<file path="src/rtl/snn_input_loader_if.sv">
// ---------------------------------------------------------------------------
// snn_input_loader_if
//
// Bundles every non-clock, non-reset signal of the SNN input loader:
//   receiver side    : rx_rdy, rx_data (in to loader), clr_rx_rdy (out)
//   input RAM side   : ram_addr, ram_data, ram_we (out)
//   core side        : core_addr, core_done, core_digit (in), core_start (out)
//   transmitter side : tx_busy (in), tx_start, tx_data (out)
//   status           : busy (out)
//
// Modports:
//   master : the loader itself (drives RAM, start and transmit signals)
//   slave  : the surrounding environment (UART RX/TX, RAM, snn_core)
// ---------------------------------------------------------------------------
interface snn_input_loader_if #(
  parameter int ADDR_WIDTH = 10
);

  // UART receiver handshake
  logic                  rx_rdy;
  logic [7:0]            rx_data;
  logic                  clr_rx_rdy;

  // Input RAM write / read-address port
  logic [ADDR_WIDTH-1:0] ram_addr;
  logic                  ram_data;
  logic                  ram_we;

  // snn_core start/done interface
  logic [ADDR_WIDTH-1:0] core_addr;
  logic                  core_start;
  logic                  core_done;
  logic [3:0]            core_digit;

  // UART transmitter handshake
  logic                  tx_start;
  logic [7:0]            tx_data;
  logic                  tx_busy;

  // Frame-in-progress status
  logic                  busy;

  modport master (
    input  rx_rdy, rx_data, core_addr, core_done, core_digit, tx_busy,
    output clr_rx_rdy, ram_addr, ram_data, ram_we, core_start,
           tx_start, tx_data, busy
  );

  modport slave (
    output rx_rdy, rx_data, core_addr, core_done, core_digit, tx_busy,
    input  clr_rx_rdy, ram_addr, ram_data, ram_we, core_start,
           tx_start, tx_data, busy
  );

endinterface

</file>
<file path="src/rtl/snn_input_loader.sv">
// ---------------------------------------------------------------------------
// snn_input_loader
//
// Front end of the SNN classifier. Receives a binary image as bytes from the
// UART receiver, writes each byte LSB-first into the 1-bit-wide input RAM,
// kicks off snn_core with a single start pulse, lends the RAM address port
// to the core while it runs, and finally sends the classified digit to the
// UART transmitter as an ASCII character ('0' + digit).
//
// Parameters:
//   NUM_BITS   : image bits per frame (multiple of 8)
//   ADDR_WIDTH : input RAM address width (must hold NUM_BITS)
//
// Ports:
//   clk : clock, all state changes on its rising edge
//   rst : asynchronous, active-high reset
//   bus : snn_input_loader_if master view
//         rx_rdy/rx_data/clr_rx_rdy      receiver handshake
//         ram_addr/ram_data/ram_we       input RAM port
//         core_addr/core_start/core_done/core_digit   snn_core handshake
//         tx_start/tx_data/tx_busy       transmitter handshake
//         busy                           frame in progress
// ---------------------------------------------------------------------------
module snn_input_loader #(
  parameter int NUM_BITS   = 784,
  parameter int ADDR_WIDTH = 10
) (
  input  logic                clk,
  input  logic                rst,
  snn_input_loader_if.master  bus
);

  localparam logic [ADDR_WIDTH-1:0] LAST_ADDR = ADDR_WIDTH'(NUM_BITS - 1);

  typedef enum logic [2:0] {
    S_LOAD,
    S_SHIFT,
    S_START,
    S_WAIT,
    S_TX
  } state_t;

  state_t                state_reg,      state_next;
  logic [ADDR_WIDTH-1:0] load_addr_reg,  load_addr_next;
  logic [7:0]            shift_reg,      shift_next;
  logic [2:0]            bit_cnt_reg,    bit_cnt_next;
  logic [7:0]            tx_data_reg,    tx_data_next;
  logic                  clr_rx_rdy_reg, clr_rx_rdy_next;
  logic                  core_start_reg, core_start_next;
  logic                  tx_start_reg,   tx_start_next;

  // -------------------------------------------------------------------------
  // State and datapath registers
  // -------------------------------------------------------------------------
  always_ff @(posedge clk or posedge rst) begin
    if (rst) begin
      state_reg      <= S_LOAD;
      load_addr_reg  <= '0;
      shift_reg      <= 8'h00;
      bit_cnt_reg    <= 3'd0;
      tx_data_reg    <= 8'h00;
      clr_rx_rdy_reg <= 1'b0;
      core_start_reg <= 1'b0;
      tx_start_reg   <= 1'b0;
    end else begin
      state_reg      <= state_next;
      load_addr_reg  <= load_addr_next;
      shift_reg      <= shift_next;
      bit_cnt_reg    <= bit_cnt_next;
      tx_data_reg    <= tx_data_next;
      clr_rx_rdy_reg <= clr_rx_rdy_next;
      core_start_reg <= core_start_next;
      tx_start_reg   <= tx_start_next;
    end
  end

  // -------------------------------------------------------------------------
  // Next-state and next-register logic
  // The three pulse outputs are computed here one cycle early and registered,
  // so each one is high for exactly the cycle after the deciding edge.
  // -------------------------------------------------------------------------
  always_comb begin
    state_next      = state_reg;
    load_addr_next  = load_addr_reg;
    shift_next      = shift_reg;
    bit_cnt_next    = bit_cnt_reg;
    tx_data_next    = tx_data_reg;
    clr_rx_rdy_next = 1'b0;
    core_start_next = 1'b0;
    tx_start_next   = 1'b0;

    case (state_reg)
      S_LOAD: begin
        if (bus.rx_rdy) begin
          shift_next      = bus.rx_data;
          bit_cnt_next    = 3'd0;
          clr_rx_rdy_next = 1'b1;
          state_next      = S_SHIFT;
        end
      end

      S_SHIFT: begin
        // One RAM write per cycle; the address counter runs across byte
        // boundaries so the frame lands at consecutive addresses.
        shift_next     = {1'b0, shift_reg[7:1]};
        load_addr_next = load_addr_reg + ADDR_WIDTH'(1);
        bit_cnt_next   = bit_cnt_reg + 3'd1;
        if (bit_cnt_reg == 3'd7) begin
          if (load_addr_reg == LAST_ADDR) begin
            core_start_next = 1'b1;
            state_next      = S_START;
          end else begin
            state_next      = S_LOAD;
          end
        end
      end

      S_START: begin
        // Rewind now so the next frame starts at address 0 and busy can
        // drop as soon as the result has been handed to the transmitter.
        load_addr_next = '0;
        state_next     = S_WAIT;
      end

      S_WAIT: begin
        if (bus.core_done) begin
          // Digits 10..15 deliberately map onto ':' .. '?'.
          tx_data_next = 8'h30 + {4'h0, bus.core_digit};
          state_next   = S_TX;
        end
      end

      S_TX: begin
        if (!bus.tx_busy) begin
          tx_start_next = 1'b1;
          state_next    = S_LOAD;
        end
      end

      default: begin
        state_next = S_LOAD;
      end
    endcase
  end

  // -------------------------------------------------------------------------
  // Outputs
  // RAM controls decode directly from the state register so an asynchronous
  // reset clears them without waiting for a clock edge.
  // -------------------------------------------------------------------------
  logic core_owns_ram;
  assign core_owns_ram = (state_reg == S_START) || (state_reg == S_WAIT);

  assign bus.ram_addr   = core_owns_ram ? bus.core_addr : load_addr_reg;
  assign bus.ram_we     = (state_reg == S_SHIFT);
  assign bus.ram_data   = (state_reg == S_SHIFT) ? shift_reg[0] : 1'b0;
  assign bus.clr_rx_rdy = clr_rx_rdy_reg;
  assign bus.core_start = core_start_reg;
  assign bus.tx_start   = tx_start_reg;
  assign bus.tx_data    = tx_data_reg;

  // A non-zero address in LOAD means a frame is partially loaded.
  assign bus.busy = (state_reg != S_LOAD) || (load_addr_reg != '0);

endmodule

</file>
<file path="src/flat_wrapper.sv">
// flat-port wrapper written by rule: the top's interface ports become plain ports
module snn_input_loader_flat 
#(
  parameter int NUM_BITS   = 784,
  parameter int ADDR_WIDTH = 10
)
  (clk, rst, bus_rx_rdy, bus_rx_data, bus_core_addr, bus_core_done, bus_core_digit, bus_tx_busy, bus_clr_rx_rdy, bus_ram_addr, bus_ram_data, bus_ram_we, bus_core_start, bus_tx_start, bus_tx_data, bus_busy);
  snn_input_loader_if #(.ADDR_WIDTH(ADDR_WIDTH)) bus_i ();
  input  logic clk;
  input  logic rst;
  input wire logic [$bits(bus_i.rx_rdy)-1:0] bus_rx_rdy;
  input wire logic [$bits(bus_i.rx_data)-1:0] bus_rx_data;
  input wire logic [$bits(bus_i.core_addr)-1:0] bus_core_addr;
  input wire logic [$bits(bus_i.core_done)-1:0] bus_core_done;
  input wire logic [$bits(bus_i.core_digit)-1:0] bus_core_digit;
  input wire logic [$bits(bus_i.tx_busy)-1:0] bus_tx_busy;
  output wire logic [$bits(bus_i.clr_rx_rdy)-1:0] bus_clr_rx_rdy;
  output wire logic [$bits(bus_i.ram_addr)-1:0] bus_ram_addr;
  output wire logic [$bits(bus_i.ram_data)-1:0] bus_ram_data;
  output wire logic [$bits(bus_i.ram_we)-1:0] bus_ram_we;
  output wire logic [$bits(bus_i.core_start)-1:0] bus_core_start;
  output wire logic [$bits(bus_i.tx_start)-1:0] bus_tx_start;
  output wire logic [$bits(bus_i.tx_data)-1:0] bus_tx_data;
  output wire logic [$bits(bus_i.busy)-1:0] bus_busy;
  assign bus_i.rx_rdy = bus_rx_rdy;
  assign bus_i.rx_data = bus_rx_data;
  assign bus_i.core_addr = bus_core_addr;
  assign bus_i.core_done = bus_core_done;
  assign bus_i.core_digit = bus_core_digit;
  assign bus_i.tx_busy = bus_tx_busy;
  assign bus_clr_rx_rdy = bus_i.clr_rx_rdy;
  assign bus_ram_addr = bus_i.ram_addr;
  assign bus_ram_data = bus_i.ram_data;
  assign bus_ram_we = bus_i.ram_we;
  assign bus_core_start = bus_i.core_start;
  assign bus_tx_start = bus_i.tx_start;
  assign bus_tx_data = bus_i.tx_data;
  assign bus_busy = bus_i.busy;
  snn_input_loader #(.NUM_BITS(NUM_BITS), .ADDR_WIDTH(ADDR_WIDTH)) u_core (.clk(clk), .rst(rst), .bus(bus_i));
endmodule
</file>
<file path="config.mk">
export PLATFORM = sky130hd
export DESIGN_NAME = snn_input_loader_flat
export DESIGN_NICKNAME = d
export VERILOG_FILES = /design/src/rtl/snn_input_loader_if.sv /design/src/rtl/snn_input_loader.sv /design/src/flat_wrapper.sv
export SDC_FILE = /design/constraint.sdc
export NUM_CORES = 1
export LEC_CHECK = 0
export ABC_CLOCK_PERIOD_IN_PS = 3100
export CORE_ASPECT_RATIO = 1.4
export CORE_MARGIN = 10
export CORE_UTILIZATION = 45
export CTS_BUF_LIST = sky130_fd_sc_hd__clkbuf_2 sky130_fd_sc_hd__clkbuf_4 sky130_fd_sc_hd__clkbuf_8
export CTS_CLUSTER_DIAMETER = 60
export DETAILED_ROUTE_END_ITERATION = 12
export HOLD_SLACK_MARGIN = 0.08
export MAX_ROUTING_LAYER = met4
export PLACE_DENSITY_LB_ADDON = 0.05
export RECOVER_POWER = 50
export SYNTH_ARGS = -nofsm -noshare
export SYNTH_HDL_FRONTEND = slang
export SYNTH_SLANG_ARGS = --single-unit
</file>
<file path="constraint.sdc">
create_clock -name clk -period 3.1 [get_ports clk]
set_clock_uncertainty 0.05 [all_clocks]
set_input_delay 0.62 -clock clk [delete_from_list [all_inputs] [get_ports clk]]
set_output_delay 0.62 -clock clk [all_outputs]
set_load 0.01 [all_outputs]
</file>
=== After elaboration in Yosys (flattened, before gate mapping) ===
Index checks and enable logic that the tools add are counted.

* Bits in registers: 35
* Logic and storage cells: 51

* Reductions and logical operators: 10
* Mux-type cells: 20
* $add $sub $neg: 3
* Equality and inequality tests: 10

{| class="wikitable"
|+ Operators with widths
! cell !! number
|-
| $pmux 10 s2 || 1
|-
| $pmux 8 s2 || 1
|-
| $mux 3 || 5
|-
| $pmux 3 s5 || 1
|-
| $add 10x1->10 const B || 1
|-
| $eq 10x10->1 const B || 1
|-
| $mux 10 || 1
|-
| $reduce_bool 10->1 || 1
|-
| $mux 1 || 8
|-
| $mux 8 || 1
|-
| $add 6x4->7 const A || 1
|-
| $eq 3x2->1 const B || 2
|-
| $eq 3x3->1 const B || 2
|-
| $ne 2x2->1 const B || 3
|-
| $pmux 3 s2 || 1
|-
| $reduce_and 2->1 || 2
|-
| $reduce_and 4->1 || 1
|-
| $reduce_bool 2->1 || 2
|-
| $add 3x1->3 const B || 1
|-
| $eq 3x1->1 const B || 1
|-
| $logic_not 3->1 || 1
|-
| $reduce_bool 3->1 || 1
|-
| $logic_or 1x1->1 || 2
|-
| $mux 2 || 1
|-
| $ne 2x1->1 const B || 1
|}

=== Logic depth before layout (Yosys ltp) ===
* Depth after elaboration: 4
* Mapped depth: 7
* Mapped depth without buffers: 5

=== Least setup slack after synthesis ===
No wires, ideal clock.

* Path type: register to output
* From: reg u_core.state_reg[2]
* To: out bus_ram_addr[7]
* Arrival time: 1,497 ps
* Required time: 2,430 ps
* Slack: 933 ps
* Stages on the path, launching flop included: 6
* Path through: dfrtp_1 buf_2 nor2b_1 clkbuf_1 clkbuf_1 mux2_2

* Word-level cells in the longest chain between the ends: 3

{| class="wikitable"
|+ RTL lines
! element !! line !! source
|-
| start, declared || snn_input_loader.sv:43 || <nowiki>state_t state_reg, state_next;</nowiki>
|-
| start signal, assigned || snn_input_loader.sv:66 || <nowiki>state_reg <= state_next;</nowiki>
|-
| $eq 3x2->1 || snn_input_loader.sv:152 || <nowiki>assign core_owns_ram = (state_reg == S_START) || (state_reg == S_WAIT);</nowiki>
|-
| $logic_or 1x1->1 (*) || snn_input_loader.sv:152 ||
|-
| $mux 10 (*) || snn_input_loader.sv:154 || <nowiki>assign bus.ram_addr = core_owns_ram ? bus.core_addr : load_addr_reg;</nowiki>
|-
| end, declared || flat_wrapper.sv:18 || <nowiki>output wire logic [$bits(bus_i.ram_addr)-1:0] bus_ram_addr;</nowiki>
|}

Every way passes the cells marked *; elsewhere a longest branch is shown, timed or not.

=== Worst setup path after layout ===
* From: reg u_core.state_reg[1]
* To: out bus_ram_addr[2]

The elaborated chain is that of the path after synthesis.

==> metrics.txt <==
Nets ~240; worst-skew pair later-pin latency between 0.2 and 0.3 ns; H-tree levels 2; Die X 71.5 um; # DRC 0; Final Cycle Share 90.9%; Synth Instances between 150 and 200; iteration-0 DRC count of the detailed router 57; Post-DP HPWL approximately 3100 um; max_cap viols 1; global-route wire length before repair about 6800 um; Synth async-reset ratio 100%; # port buffers between 40 and 50; Peak supply drop about 0.00046 V; minimum clock period about 2.8 ns; Lkg Pwr 0.968 nW; syn avg cell area ~10 um2; max FFs per register 10; placed instance area between 0.002 and 0.0025 mm2; Hold WC Path Type reg2reg; final hold violation count 0; Worst-Margin Slew between 1.5 and 2 ns; Worst Path Required approximately 2.4 ns; share of layout cells above drive strength 1 around an eighth; die area between 0.006 and 0.007 mm2; Finished Cell Area 0.00225 mm2; Fmax 355 MHz; Fillers roughly 330; Synth Area in XOR/XNOR 0%; CP Capture Type primary output; largest family of logic cells by synthesized area simple AND/OR/NAND/NOR gates; routability cong. 0.840; Max Slew Vio Count 33; CTS clk-pin slew, worst paths 0.07 ns; Place WS 0.588 ns; clock buffer depth 2; post-synthesis mux area share roughly 15%; cell area after synthesis 0.00167 mm2; Routed Antenna Nets 0; Slew headroom -13.2%; initial core utilization between 40% and 50%; Synth Area in Compound Gates about a tenth; pwr dens approximately 670 mW/mm2; post-route setup TNS 0 ns; total vias in the final route 1357; P&R area growth vs syn 34.6%; Setup CP Type reg2out; ys flop type dfrtp_1; synth warn 0; slack of the critical path between 0.2 and 0.3 ns; register area around 800 um2; Post-synth EDFFs 0; synthesized flop and latch total 32; RSZ-0062 raised after global routing false; Placed Cells 247; antenna cell count 0; fin cells 255; Via density ~5.3; TritonCTS clock tree yes; CP Max Fanout 9; hold buffer count at CTS 0; IO Pins between 50 and 60; Core Util, Final between 60 and 70%; critical path startpoint category flop; CP arrival ~2.2 ns; simple logic cell fraction of the synthesized area between 10% and 20%; post-CTS setup buffer count 0; Num Clock Sinks 32; All-Layer GR Usage between 10 and 15%; synth unique cells 35; # rows 26; outcome finished, violations left; violated checks capacitance limit, slew limit; Post-Synth Adder-Cell Area 3.00%; sequential area share after synthesis roughly 48%; post_cts resized 0; routed wire length between 3000 and 4000 um; area of the multi-input gates approximately 770 um2; global route overflow 0; cts bufs inserted 5; core area between 0.003 and 0.004 mm2; post-DR wirelength/cell 15.7 um; final-report setup violation count 0; vias in the first global route about 1400; root buf cell clkbuf_8; largest net degree at the start of global routing 33; DR pass1 iterations 4; antenna violations before repair 0; Die Ht 92.1 um
[critical path, stage by stage, from the launching register on]
cell and delay [ns]:
dfrtp_1 0.48, nor2b_1 0.21, clkbuf_1 0.31, mux2_2 0.38
clkdlybuf4s50_1 0.48
[kinds of logic (layout without fill, tap and decap cells)]
kind of cell	Yosys count	after routing
other	1	2
flip-flops	32	32
multiplexers	24	24
AND/OR/NAND/NOR	56	56
adder cells (fa/ha/maj)	4	4
AO/OA/AOI/OAI	27	27
buffers and inverters	20	68
[layout by cell type (no fill, tap or decap), types with 2 or more instances in the layout]
cell type         n
or3_1             2
inv_1             5
clkinv_2          2
nand3_1           9
nand2_1          22
clkbuf_8          6
nand2b_1          2
o41ai_1           3
clkdlybuf4s50_1  46
nand4_1           3
mux2_2           13
ha_1              4
mux2i_1          11
dfrtp_1          32
conb_1            2
or4_1             2
o21ai_0          16
nor4_1            3
o311ai_0          2
clkbuf_1          4
nor2_1            6
dlygate4sd3_1     2
buf_4             2
[power by group]
| part | switching [W] | total [W] | internal (W) |
|---|---|---|---|
| combinational | 0.000279 | 0.000569 | 0.000291 |
| sequential | 0.000100 | 0.000613 | 0.000513 |
| clock | 0.000151 | 0.000328 | 0.000177 |
[worst paths after layout]
check | startpoint | to | slack [ns] | cells past startpoint
hold reg to reg | u_core.shift_reg[7] | u_core.shift_reg[6] | 0.44 | 2
setup reg to reg | u_core.state_reg[0] | u_core.load_addr_reg[7] | 1.02 | 4
hold / removal | u_core.shift_reg[7] | u_core.shift_reg[6] | 0.44 | 2
max in group asynchronous | rst | u_core.bus.tx_data[3] | 0.70 | 3
min in group asynchronous | rst | u_core.bus.tx_data[2] | 1.32 | 3
setup / recovery | u_core.state_reg[1] | bus_ram_addr[2] | 0.28 | 4
[routing by layer]
metal  up-vias  global-route usage (%)  routed length (um)
met5         -                       -                   0
met4         0                    5.02                  65
met3        10                    5.07                 269
met2        41                    20.6                1970
met1       638                    13.9                1690
li1        668                       -                   -
[Yosys cell counts, drive strengths merged, types with 2 or more instances]
master,number,area [um2]
buf,11,65.1
clkbuf,3,11.3
dfrtp,32,801
ha,4,50.1
inv,5,18.8
mux2,13,146
mux2i,11,110
nand2,22,82.6
nand2b,2,12.5
nand3,9,45.0
nand4,3,18.8
nor2,6,22.5
nor4,3,25.0
o21ai,16,80.1
o311ai,3,26.3
o41ai,3,26.3
or3,2,12.5
or3b,2,17.5
or4,2,15.0
[final cells by class]
class | count | area share [%]
Sequential cell | 32 | 35.7
Multi-Input combinational cell | 113 | 34.2
Timing Repair Buffer | 54 | 22.7
Clock buffer | 6 | 3.68
Tap cell | 42 | 2.34
Inverter | 6 | 1.00
Clock inverter | 2 | 0.446
[metrics by stage]
step                hold slack, ns  power [W]
finish                       0.439    0.00151
global route                 0.463    0.00164
CTS                          0.439    0.00155
detailed placement           0.426    0.00121
global placement             0.412    0.00118
floorplan                    0.399   0.000970
No activity file was read; power rests on OpenSTA's default activity.
